### src/rtl/uart_fifo_ctrl_if.sv
// CPU-side bus of the buffered UART: FIFO push/pop strobes, fill counts and sticky error flags.
interface uart_fifo_ctrl_if #(parameter int DEPTH_LOG2 = 8);
    logic [7:0]          o_read_data;
    logic                i_read_enable;
    logic [7:0]          i_write_data;
    logic                i_write_enable;
    logic [DEPTH_LOG2:0] o_rx_count;
    logic [DEPTH_LOG2:0] o_tx_count;
    logic                o_rx_overflow;
    logic                o_tx_overflow;
    logic                o_frame_error;
    logic                i_clear_errors;

    modport master (
        input  o_read_data, o_rx_count, o_tx_count, o_rx_overflow, o_tx_overflow, o_frame_error,
        output i_read_enable, i_write_data, i_write_enable, i_clear_errors
    );
    modport slave (
        output o_read_data, o_rx_count, o_tx_count, o_rx_overflow, o_tx_overflow, o_frame_error,
        input  i_read_enable, i_write_data, i_write_enable, i_clear_errors
    );
endinterface

### src/rtl/uart_fifo_ctrl.sv
// Buffered 8N1 UART with power-of-two TX/RX FIFOs and sticky error flags.
// Define UART_PARITY_EN to add a parity bit (sense set by ODD_PARITY) to both directions.
module uart_fifo_ctrl #(
    parameter int CLK_HZ     = 16_000_000,
    parameter int BAUD       = 115_200,
    parameter int DEPTH_LOG2 = 8,
    parameter bit ODD_PARITY = 1'b0
) (
    input  logic            i_clk,
    input  logic            i_reset,
    uart_fifo_ctrl_if.slave bus,
    output logic            o_tx,
    input  logic            i_rx_unsafe
);
    localparam int DIV   = (CLK_HZ + BAUD / 2) / BAUD;
    localparam int CW    = $clog2(DIV);
    localparam int DEPTH = 1 << DEPTH_LOG2;
    localparam logic [CW-1:0]         BIT_LAST  = CW'(DIV - 1);
    localparam logic [CW-1:0]         HALF_LAST = CW'(DIV / 2 - 1);
    localparam logic [DEPTH_LOG2:0]   FULL      = (DEPTH_LOG2 + 1)'(DEPTH);

`ifdef UART_PARITY_EN
    typedef enum logic [2:0] {S_IDLE, S_START, S_DATA, S_PARITY, S_STOP} state_e;
`else
    typedef enum logic [1:0] {S_IDLE, S_START, S_DATA, S_STOP} state_e;
`endif

    logic [7:0]            tx_mem [DEPTH];
    logic [7:0]            rx_mem [DEPTH];
    logic [DEPTH_LOG2-1:0] tx_wptr_q, tx_rptr_q, rx_wptr_q, rx_rptr_q;
    logic [DEPTH_LOG2:0]   tx_count_q, tx_count_d, rx_count_q, rx_count_d;
    logic                  tx_push, tx_pop, rx_push, rx_pop, rx_push_req;
    logic                  tx_ovf_q, rx_ovf_q, ferr_q, ferr_set;

    state_e          tx_state_q, tx_state_d, rx_state_q, rx_state_d;
    logic [CW-1:0]   tx_cnt_q, tx_cnt_d, rx_cnt_q, rx_cnt_d;
    logic [2:0]      tx_bit_q, tx_bit_d, rx_bit_q, rx_bit_d;
    logic [7:0]      tx_shift_q, tx_shift_d, rx_shift_q, rx_shift_d;
    logic            tx_q, tx_d;
    logic            rx_s1_q, rx_s2_q, rx_prev_q;
`ifdef UART_PARITY_EN
    logic            tx_par_q, tx_par_d, rx_pbad_q, rx_pbad_d;
`endif

    // A pop in the same cycle frees a slot, so a push to a full FIFO still lands.
    always_comb begin
        tx_push    = bus.i_write_enable && (tx_count_q != FULL || tx_pop);
        rx_pop     = bus.i_read_enable && (rx_count_q != '0);
        rx_push    = rx_push_req && (rx_count_q != FULL || rx_pop);
        tx_count_d = tx_count_q + (DEPTH_LOG2 + 1)'(tx_push) - (DEPTH_LOG2 + 1)'(tx_pop);
        rx_count_d = rx_count_q + (DEPTH_LOG2 + 1)'(rx_push) - (DEPTH_LOG2 + 1)'(rx_pop);
    end

    always_ff @(posedge i_clk) begin
        if (tx_push) tx_mem[tx_wptr_q] <= bus.i_write_data;
        if (rx_push) rx_mem[rx_wptr_q] <= rx_shift_q;
    end

    always_ff @(posedge i_clk or posedge i_reset) begin
        if (i_reset) begin
            tx_wptr_q  <= '0;
            tx_rptr_q  <= '0;
            rx_wptr_q  <= '0;
            rx_rptr_q  <= '0;
            tx_count_q <= '0;
            rx_count_q <= '0;
            tx_ovf_q   <= 1'b0;
            rx_ovf_q   <= 1'b0;
            ferr_q     <= 1'b0;
        end else begin
            if (tx_push) tx_wptr_q <= tx_wptr_q + 1'b1;
            if (tx_pop)  tx_rptr_q <= tx_rptr_q + 1'b1;
            if (rx_push) rx_wptr_q <= rx_wptr_q + 1'b1;
            if (rx_pop)  rx_rptr_q <= rx_rptr_q + 1'b1;
            tx_count_q <= tx_count_d;
            rx_count_q <= rx_count_d;
            if (bus.i_write_enable && !tx_push) tx_ovf_q <= 1'b1;
            else if (bus.i_clear_errors)        tx_ovf_q <= 1'b0;
            if (rx_push_req && !rx_push)        rx_ovf_q <= 1'b1;
            else if (bus.i_clear_errors)        rx_ovf_q <= 1'b0;
            if (ferr_set)                       ferr_q   <= 1'b1;
            else if (bus.i_clear_errors)        ferr_q   <= 1'b0;
        end
    end

    assign bus.o_read_data   = (rx_count_q == '0) ? 8'h00 : rx_mem[rx_rptr_q];
    assign bus.o_rx_count    = rx_count_q;
    assign bus.o_tx_count    = tx_count_q;
    assign bus.o_tx_overflow = tx_ovf_q;
    assign bus.o_rx_overflow = rx_ovf_q;
    assign bus.o_frame_error = ferr_q;
    assign o_tx              = tx_q;

    always_ff @(posedge i_clk or posedge i_reset) begin
        if (i_reset) begin
            tx_state_q <= S_IDLE;
            tx_cnt_q   <= '0;
            tx_bit_q   <= '0;
            tx_shift_q <= '0;
            tx_q       <= 1'b1;
            rx_state_q <= S_IDLE;
            rx_cnt_q   <= '0;
            rx_bit_q   <= '0;
            rx_shift_q <= '0;
            rx_s1_q    <= 1'b1;
            rx_s2_q    <= 1'b1;
            rx_prev_q  <= 1'b1;
`ifdef UART_PARITY_EN
            tx_par_q   <= 1'b0;
            rx_pbad_q  <= 1'b0;
`endif
        end else begin
            tx_state_q <= tx_state_d;
            tx_cnt_q   <= tx_cnt_d;
            tx_bit_q   <= tx_bit_d;
            tx_shift_q <= tx_shift_d;
            tx_q       <= tx_d;
            rx_state_q <= rx_state_d;
            rx_cnt_q   <= rx_cnt_d;
            rx_bit_q   <= rx_bit_d;
            rx_shift_q <= rx_shift_d;
            rx_s1_q    <= i_rx_unsafe;
            rx_s2_q    <= rx_s1_q;
            rx_prev_q  <= rx_s2_q;
`ifdef UART_PARITY_EN
            tx_par_q   <= tx_par_d;
            rx_pbad_q  <= rx_pbad_d;
`endif
        end
    end

    // tx_d is the line level for the next cycle; the stop bit chains straight into the next start.
    always_comb begin
        tx_state_d = tx_state_q;
        tx_cnt_d   = (tx_cnt_q != '0) ? tx_cnt_q - 1'b1 : tx_cnt_q;
        tx_bit_d   = tx_bit_q;
        tx_shift_d = tx_shift_q;
        tx_d       = tx_q;
        tx_pop     = 1'b0;
`ifdef UART_PARITY_EN
        tx_par_d   = tx_par_q;
`endif
        case (tx_state_q)
            S_IDLE:  tx_pop = (tx_count_q != '0);
            S_START: if (tx_cnt_q == '0) begin
                tx_state_d = S_DATA;
                tx_cnt_d   = BIT_LAST;
                tx_bit_d   = '0;
                tx_d       = tx_shift_q[0];
            end
            S_DATA: if (tx_cnt_q == '0) begin
                tx_cnt_d = BIT_LAST;
                if (tx_bit_q == 3'd7) begin
`ifdef UART_PARITY_EN
                    tx_state_d = S_PARITY;
                    tx_d       = tx_par_q;
`else
                    tx_state_d = S_STOP;
                    tx_d       = 1'b1;
`endif
                end else begin
                    tx_bit_d   = tx_bit_q + 1'b1;
                    tx_shift_d = tx_shift_q >> 1;
                    tx_d       = tx_shift_q[1];
                end
            end
`ifdef UART_PARITY_EN
            S_PARITY: if (tx_cnt_q == '0) begin
                tx_state_d = S_STOP;
                tx_cnt_d   = BIT_LAST;
                tx_d       = 1'b1;
            end
`endif
            S_STOP: if (tx_cnt_q == '0) begin
                if (tx_count_q != '0) tx_pop = 1'b1;
                else                  tx_state_d = S_IDLE;
            end
            default: tx_state_d = S_IDLE;
        endcase
        if (tx_pop) begin
            tx_state_d = S_START;
            tx_cnt_d   = BIT_LAST;
            tx_shift_d = tx_mem[tx_rptr_q];
            tx_d       = 1'b0;
`ifdef UART_PARITY_EN
            tx_par_d   = (^tx_mem[tx_rptr_q]) ^ ODD_PARITY;
`endif
        end
    end

    // Samples land mid-bit: half a bit after the synchronised falling edge, then every DIV cycles.
    always_comb begin
        rx_state_d  = rx_state_q;
        rx_cnt_d    = (rx_cnt_q != '0) ? rx_cnt_q - 1'b1 : rx_cnt_q;
        rx_bit_d    = rx_bit_q;
        rx_shift_d  = rx_shift_q;
        rx_push_req = 1'b0;
        ferr_set    = 1'b0;
`ifdef UART_PARITY_EN
        rx_pbad_d   = rx_pbad_q;
`endif
        case (rx_state_q)
            S_IDLE: if (rx_prev_q && !rx_s2_q) begin
                rx_state_d = S_START;
                rx_cnt_d   = HALF_LAST;
            end
            S_START: if (rx_cnt_q == '0) begin
                if (rx_s2_q) rx_state_d = S_IDLE;
                else begin
                    rx_state_d = S_DATA;
                    rx_cnt_d   = BIT_LAST;
                    rx_bit_d   = '0;
                end
            end
            S_DATA: if (rx_cnt_q == '0) begin
                rx_shift_d = {rx_s2_q, rx_shift_q[7:1]};
                rx_bit_d   = rx_bit_q + 1'b1;
                rx_cnt_d   = BIT_LAST;
`ifdef UART_PARITY_EN
                if (rx_bit_q == 3'd7) rx_state_d = S_PARITY;
`else
                if (rx_bit_q == 3'd7) rx_state_d = S_STOP;
`endif
            end
`ifdef UART_PARITY_EN
            S_PARITY: if (rx_cnt_q == '0) begin
                rx_pbad_d  = rx_s2_q ^ (^rx_shift_q) ^ ODD_PARITY;
                rx_state_d = S_STOP;
                rx_cnt_d   = BIT_LAST;
            end
            S_STOP: if (rx_cnt_q == '0) begin
                rx_state_d  = S_IDLE;
                rx_push_req = rx_s2_q && !rx_pbad_q;
                ferr_set    = !rx_s2_q || rx_pbad_q;
            end
`else
            S_STOP: if (rx_cnt_q == '0) begin
                rx_state_d  = S_IDLE;
                rx_push_req = rx_s2_q;
                ferr_set    = !rx_s2_q;
            end
`endif
            default: rx_state_d = S_IDLE;
        endcase
    end
endmodule

### src/flat_wrapper.sv
// flat-port wrapper written by rule: the top's interface ports become plain ports
module uart_fifo_ctrl_flat 
#(
    parameter int CLK_HZ     = 16_000_000,
    parameter int BAUD       = 115_200,
    parameter int DEPTH_LOG2 = 8,
    parameter bit ODD_PARITY = 1'b0
)
  (i_clk, i_reset, o_tx, i_rx_unsafe, bus_o_read_data, bus_o_rx_count, bus_o_tx_count, bus_o_rx_overflow, bus_o_tx_overflow, bus_o_frame_error, bus_i_read_enable, bus_i_write_data, bus_i_write_enable, bus_i_clear_errors);
  uart_fifo_ctrl_if #(.DEPTH_LOG2(DEPTH_LOG2)) bus_i ();
  input  logic i_clk;
  input  logic i_reset;
  output logic o_tx;
  input  logic i_rx_unsafe;
  output wire logic [$bits(bus_i.o_read_data)-1:0] bus_o_read_data;
  output wire logic [$bits(bus_i.o_rx_count)-1:0] bus_o_rx_count;
  output wire logic [$bits(bus_i.o_tx_count)-1:0] bus_o_tx_count;
  output wire logic [$bits(bus_i.o_rx_overflow)-1:0] bus_o_rx_overflow;
  output wire logic [$bits(bus_i.o_tx_overflow)-1:0] bus_o_tx_overflow;
  output wire logic [$bits(bus_i.o_frame_error)-1:0] bus_o_frame_error;
  input wire logic [$bits(bus_i.i_read_enable)-1:0] bus_i_read_enable;
  input wire logic [$bits(bus_i.i_write_data)-1:0] bus_i_write_data;
  input wire logic [$bits(bus_i.i_write_enable)-1:0] bus_i_write_enable;
  input wire logic [$bits(bus_i.i_clear_errors)-1:0] bus_i_clear_errors;
  assign bus_o_read_data = bus_i.o_read_data;
  assign bus_o_rx_count = bus_i.o_rx_count;
  assign bus_o_tx_count = bus_i.o_tx_count;
  assign bus_o_rx_overflow = bus_i.o_rx_overflow;
  assign bus_o_tx_overflow = bus_i.o_tx_overflow;
  assign bus_o_frame_error = bus_i.o_frame_error;
  assign bus_i.i_read_enable = bus_i_read_enable;
  assign bus_i.i_write_data = bus_i_write_data;
  assign bus_i.i_write_enable = bus_i_write_enable;
  assign bus_i.i_clear_errors = bus_i_clear_errors;
  uart_fifo_ctrl #(.CLK_HZ(CLK_HZ), .BAUD(BAUD), .DEPTH_LOG2(DEPTH_LOG2), .ODD_PARITY(ODD_PARITY)) u_core (.i_clk(i_clk), .i_reset(i_reset), .bus(bus_i), .o_tx(o_tx), .i_rx_unsafe(i_rx_unsafe));
endmodule
### config.mk
export PLATFORM = sky130hd
export DESIGN_NAME = uart_fifo_ctrl_flat
export DESIGN_NICKNAME = d
export VERILOG_FILES = /design/src/rtl/uart_fifo_ctrl_if.sv /design/src/rtl/uart_fifo_ctrl.sv /design/src/flat_wrapper.sv
export SDC_FILE = /design/constraint.sdc
export NUM_CORES = 2
export LEC_CHECK = 0
export BUFFER_PORTS_ARGS = -buffer_cell sky130_fd_sc_hd__clkbuf_2
export CELL_PAD_IN_SITES_DETAIL_PLACEMENT = 1
export CELL_PAD_IN_SITES_GLOBAL_PLACEMENT = 1
export CORE_ASPECT_RATIO = 0.5
export CORE_MARGIN = 10
export CORE_UTILIZATION = 57
export CTS_CLUSTER_SIZE = 40
export DETAILED_ROUTE_END_ITERATION = 12
export PLACE_DENSITY = 0.8
export REMOVE_ABC_BUFFERS = 1
export SLEW_MARGIN = 30
export SYNTH_ARGS = -nofsm -noshare
export SYNTH_HDL_FRONTEND = slang
export SYNTH_SLANG_ARGS = --single-unit
export TNS_END_PERCENT = 20
### constraint.sdc
create_clock -name i_clk -period 6.7 [get_ports i_clk]
set_input_delay 0 -clock i_clk [delete_from_list [all_inputs] [get_ports i_clk]]
set_output_delay 0 -clock i_clk [all_outputs]
set_load 0.1 [all_outputs]
==> flow_metrics.tcl <==
set metrics [dict create \
    status "finished clean" \
    critPathBufInv 3 \
    cpMostUsedCell "mux4_2" \
    root_buffer "clkbuf_16" \
    gp_congestion 0.8203 \
    slew_violations 0 \
    syn_area_per_cell_um2 21.90 \
    cap_violations 0 \
    postLayoutCoreUtil_pct 63.44 \
    ys_ff_latch 4195 \
    crit_path_max_incr_delay_ns 0.89 \
    max_freq_ghz 0.1816 \
    clk_pin_slew_ns 0.07 \
    first_pass_iters 6 \
    syn_area_mm2 0.1631 \
    power_frac_seq_pct 51.3 \
    cts_buffers 358 \
    hp-class "in -> reg" \
    n_fill_cell 22518 \
    synth_flop_cell "edfxtp_1" \
    tightest_slew_ns 1.107 \
    pwr-share-comb_pct 11.8 \
    whs_ns 0.1149 \
    synth_most_common_cell "edfxtp_1" \
    stdcell_count 11671 \
    track_usage_pct 27.79 \
    synthCells 7450 \
    top_layer "met5" \
    initial_core_util_pct 57.46 \
    worstSetupPathType "reg -> out" \
    detail_route.vias_per_cell 6.894 \
    yosys-top-cells-area "edfxtp_1 (75%), mux4_2 (16%), dfrtp_1 (1.5%), nor2_1 (1.3%), mux2i_1 (1.1%)" \
    die_area_mm2 0.3093 \
    post-route-drc-count 0 \
    synth_edf_count 4096 \
    slowest_stage "dfrtp_4" \
    drtAntennaViolNets 0 \
    met2_length_mm 211.8 \
    yosysTopAreaCell "edfxtp_1" \
    ys_seq_area_share_pct 76.93 \
    cp-start-kind "flip-flop" \
    die_w_um 776.5 \
    wl_met3_mm 40.24 \
    critPathTopFamily "multiplexers" \
    finalSetupViolations 0 \
    crit_fanout 25 \
    drive_gt1_share_pct 24.93 \
    grt_max_degree 237 \
    core_mm2 0.2839 \
    internal-power_w 0.04281 \
    cp_data_arrival_time_ns 5.51 \
    fp-row-count 138 \
    setup.worst_path.end_class "primary output" \
    wl_per_cell_um 36.96 \
    yosys-top-cells-count "edfxtp_1 (4096), mux4_2 (1147), nor2_1 (584)" \
    nets 7667 \
    synth_cell_types 71 \
    dp.cells 10997 \
    antenna_found_initial 14 \
    dp_hpwl_mm 248.5 \
    period_share_pct 82.19 \
    power_density_mw_per_mm2 317.5 \
    hold_viol_final 0 \
    clk_path_buf_depth 4 \
    post-place-ws_ns 1.657 \
    finalWorstPathRequiredPeriod_ns 5.507 \
    drt_iter0_drc 11352 \
    grt_overflow 0 \
    first_global_vias 83960 \
    yosysTopAreaCellShare_pct 75.40 \
    yosysWarningCount 0 \
    pin_count 44 \
    relSlewSlack_pct 26.03 \
    cp.required_ns 6.70 \
    port_buffers 43 \
    cts_tree "built" \
    swShare_pct 25.14 \
    die_h_um 398.3 \
    grt_pass1_wl_mm 625.1 \
    pwr-share-clk_pct 36.9 \
    rsz0062_at_grt "false" \
    clkLatencyLatePin_ns 0.92 \
    fin_skew_ns 0.05696 \
    via_count 80458 \
    path_cells "buf_12 > buf_4 > mux4_2 > mux4_2 > mux2i_1 > o22ai_1 > or4_1 > clkbuf_2" \
    fin_ws_ns 1.193 \
    synthToLayoutAreaGrowth_pct 10.41 \
    leakage_nw 55.28 \
    htreeDepth 5 \
    peakVddDrop_mv 0.4251 \
    postSynth.asyncResetShare_pct 2.360 \
    switchingPower_w 0.01437 \
    wirelength_mm 431.4 \
    clock_sinks 4195 \
    met1Wirelength_mm 160.8 \
]
-- cell usage in the layout, fill, tap and decap left out, types with 13 or more instances in the layout --
| cell type | instances |
|---|---|
| edfxtp_1 | 4096 |
| mux4_2 | 1147 |
| nor2_1 | 568 |
| clkbuf_16 | 361 |
| mux2i_1 | 181 |
| nand2_1 | 149 |
| buf_4 | 100 |
| dfrtp_1 | 77 |
| clkbuf_1 | 71 |
| a21oi_1 | 69 |
| o22ai_1 | 68 |
| clkinv_2 | 68 |
| clkinv_1 | 65 |
| nand3_1 | 49 |
| a22oi_1 | 48 |
| ha_1 | 48 |
| inv_1 | 46 |
| a211oi_1 | 44 |
| buf_12 | 41 |
| o21ai_0 | 40 |
| xnor2_1 | 37 |
| bufinv_16 | 36 |
| clkbuf_2 | 35 |
| nor2b_1 | 30 |
| mux2_2 | 22 |
| nand4_1 | 22 |
| clkbuf_8 | 20 |
| dlygate4sd3_1 | 18 |
| dfrtp_4 | 18 |
| nor2_2 | 16 |
| xor2_1 | 16 |
| nor3_1 | 16 |
| nand2b_1 | 14 |
| a221oi_1 | 14 |
| o211ai_1 | 14 |
| a31oi_1 | 14 |
| a22o_1 | 13 |
-- power groups by stage --
stage	combinational (W)	clock [W]	sequential, W
2_1_floorplan	0.00306	0	0.0308
3_3_place_gp	0.00655	0	0.0299
3_5_place_dp	0.00674	0	0.0299
4_1_cts	0.00679	0.0212	0.0293
5_1_grt	0.00713	0.0223	0.0294
6_report	0.00674	0.0211	0.0293
-- worst reg2reg max path, stage by stage, from the launching register on --
cell and delay [ns]:
dfrtp_1 0.38, inv_1 0.08, ha_1 0.18, nor3b_1 0.45
a41oi_1 0.24, or3_1 0.75, inv_1 0.18, buf_4 0.34
ha_1 0.31, inv_1 0.06, ha_1 0.16, inv_1 0.06
fa_1 0.43, nand2b_1 0.16, a21oi_1 0.18, o21ai_0 0.10
a21oi_1 0.21, o21ai_0 0.11, a21oi_1 0.16, nor2_1 0.07
xnor2_1 0.12
-- state kept, by name, summed over array words and instances (netlist names), 2 cells and up, named ones only --
signal	cells
u_core.rx_bit_q	3
u_core.bus.o_tx_count	9
u_core.rx_wptr_q	8
u_core.rx_shift_q	8
u_core.rx_mem	2048
u_core.tx_rptr_q	8
u_core.tx_mem	2048
u_core.rx_rptr_q	8
u_core.tx_bit_q	3
u_core.bus.o_rx_count	9
u_core.tx_shift_q	8
u_core.tx_wptr_q	8
u_core.tx_state_q	2
u_core.rx_cnt_q	8
u_core.tx_cnt_q	8
-- cells by family after synthesis --
family,count (synthesis),share of synthesized area (%)
DFF,4195,76.93
muxes,1350,17.10
and+or+nand+nor,947,2.452
buffers and inverters,476,1.273
AOI/OAI and AO/OA,379,1.573
xor gates and xnor gates,53,0.2846
adders and majority gates,50,0.3927
-- through the flow --
step,area (um^2),setup TNS (ns),total power [W]
4_1_cts,179800,0,0.05735
3_5_place_dp,168200,0,0.03666
5_1_grt,180100,0,0.05882
3_3_place_gp,168000,0,0.03647
6_report,180100,0,0.05718
2_1_floorplan,161200,-452.60,0.03383
-- repair_timing --
action                                 CTS  global route
resized for setup                        0             0
buffers inserted                         0             0
hold buffers                            18             0
endpoints found under the hold margin  917             0
-- worst paths after layout --
path,start,endpoint,slack (ns),cells past startpoint
max,u_core.rx_rptr_q[0]$_DFFE_PP0P_,bus_o_read_data[3],1.19,8
min,bus_i_write_data[3],u_core.tx_mem[1][3]$_DFFE_PP_,0.11,2
max reg2reg,u_core.tx_cnt_q[0]$_DFF_PP0_,u_core.bus.o_tx_count[8]$_DFF_PP0_,1.86,20
min reg2reg,u_core.rx_s1_q$_DFF_PP1_,u_core.rx_s2_q$_DFF_PP1_,0.36,0
max in group asynchronous,i_reset,u_core.tx_rptr_q[1]$_DFFE_PP0P_,4.99,5
min in group asynchronous,i_reset,u_core.rx_cnt_q[5]$_DFF_PP0_,0.27,4
-- per-layer routing --
metal | up-vias | GRT usage (%)
met5 | - | 0
met4 | 12 | 10.43
met3 | 930 | 4.903
met2 | 5079 | 45.02
met1 | 43051 | 38.48
li1 | 31386 | -
-- cell type report --
cell class / count / area (um^2) / share of cell area (%)
Timing Repair Buffer: 219 / 2342 / 1.301
Multi-Input combinational cell: 2779 / 35790 / 19.87
Antenna cell: 2 / 5.005 / 0.002779
Inverter: 50 / 195.2 / 0.1084
Clock inverter: 202 / 2019 / 1.121
Tap cell: 3780 / 4730 / 2.626
Clock buffer: 444 / 9465 / 5.256
Sequential cell: 4195 / 125500 / 69.71
Power figures use the tool's default switching activity.
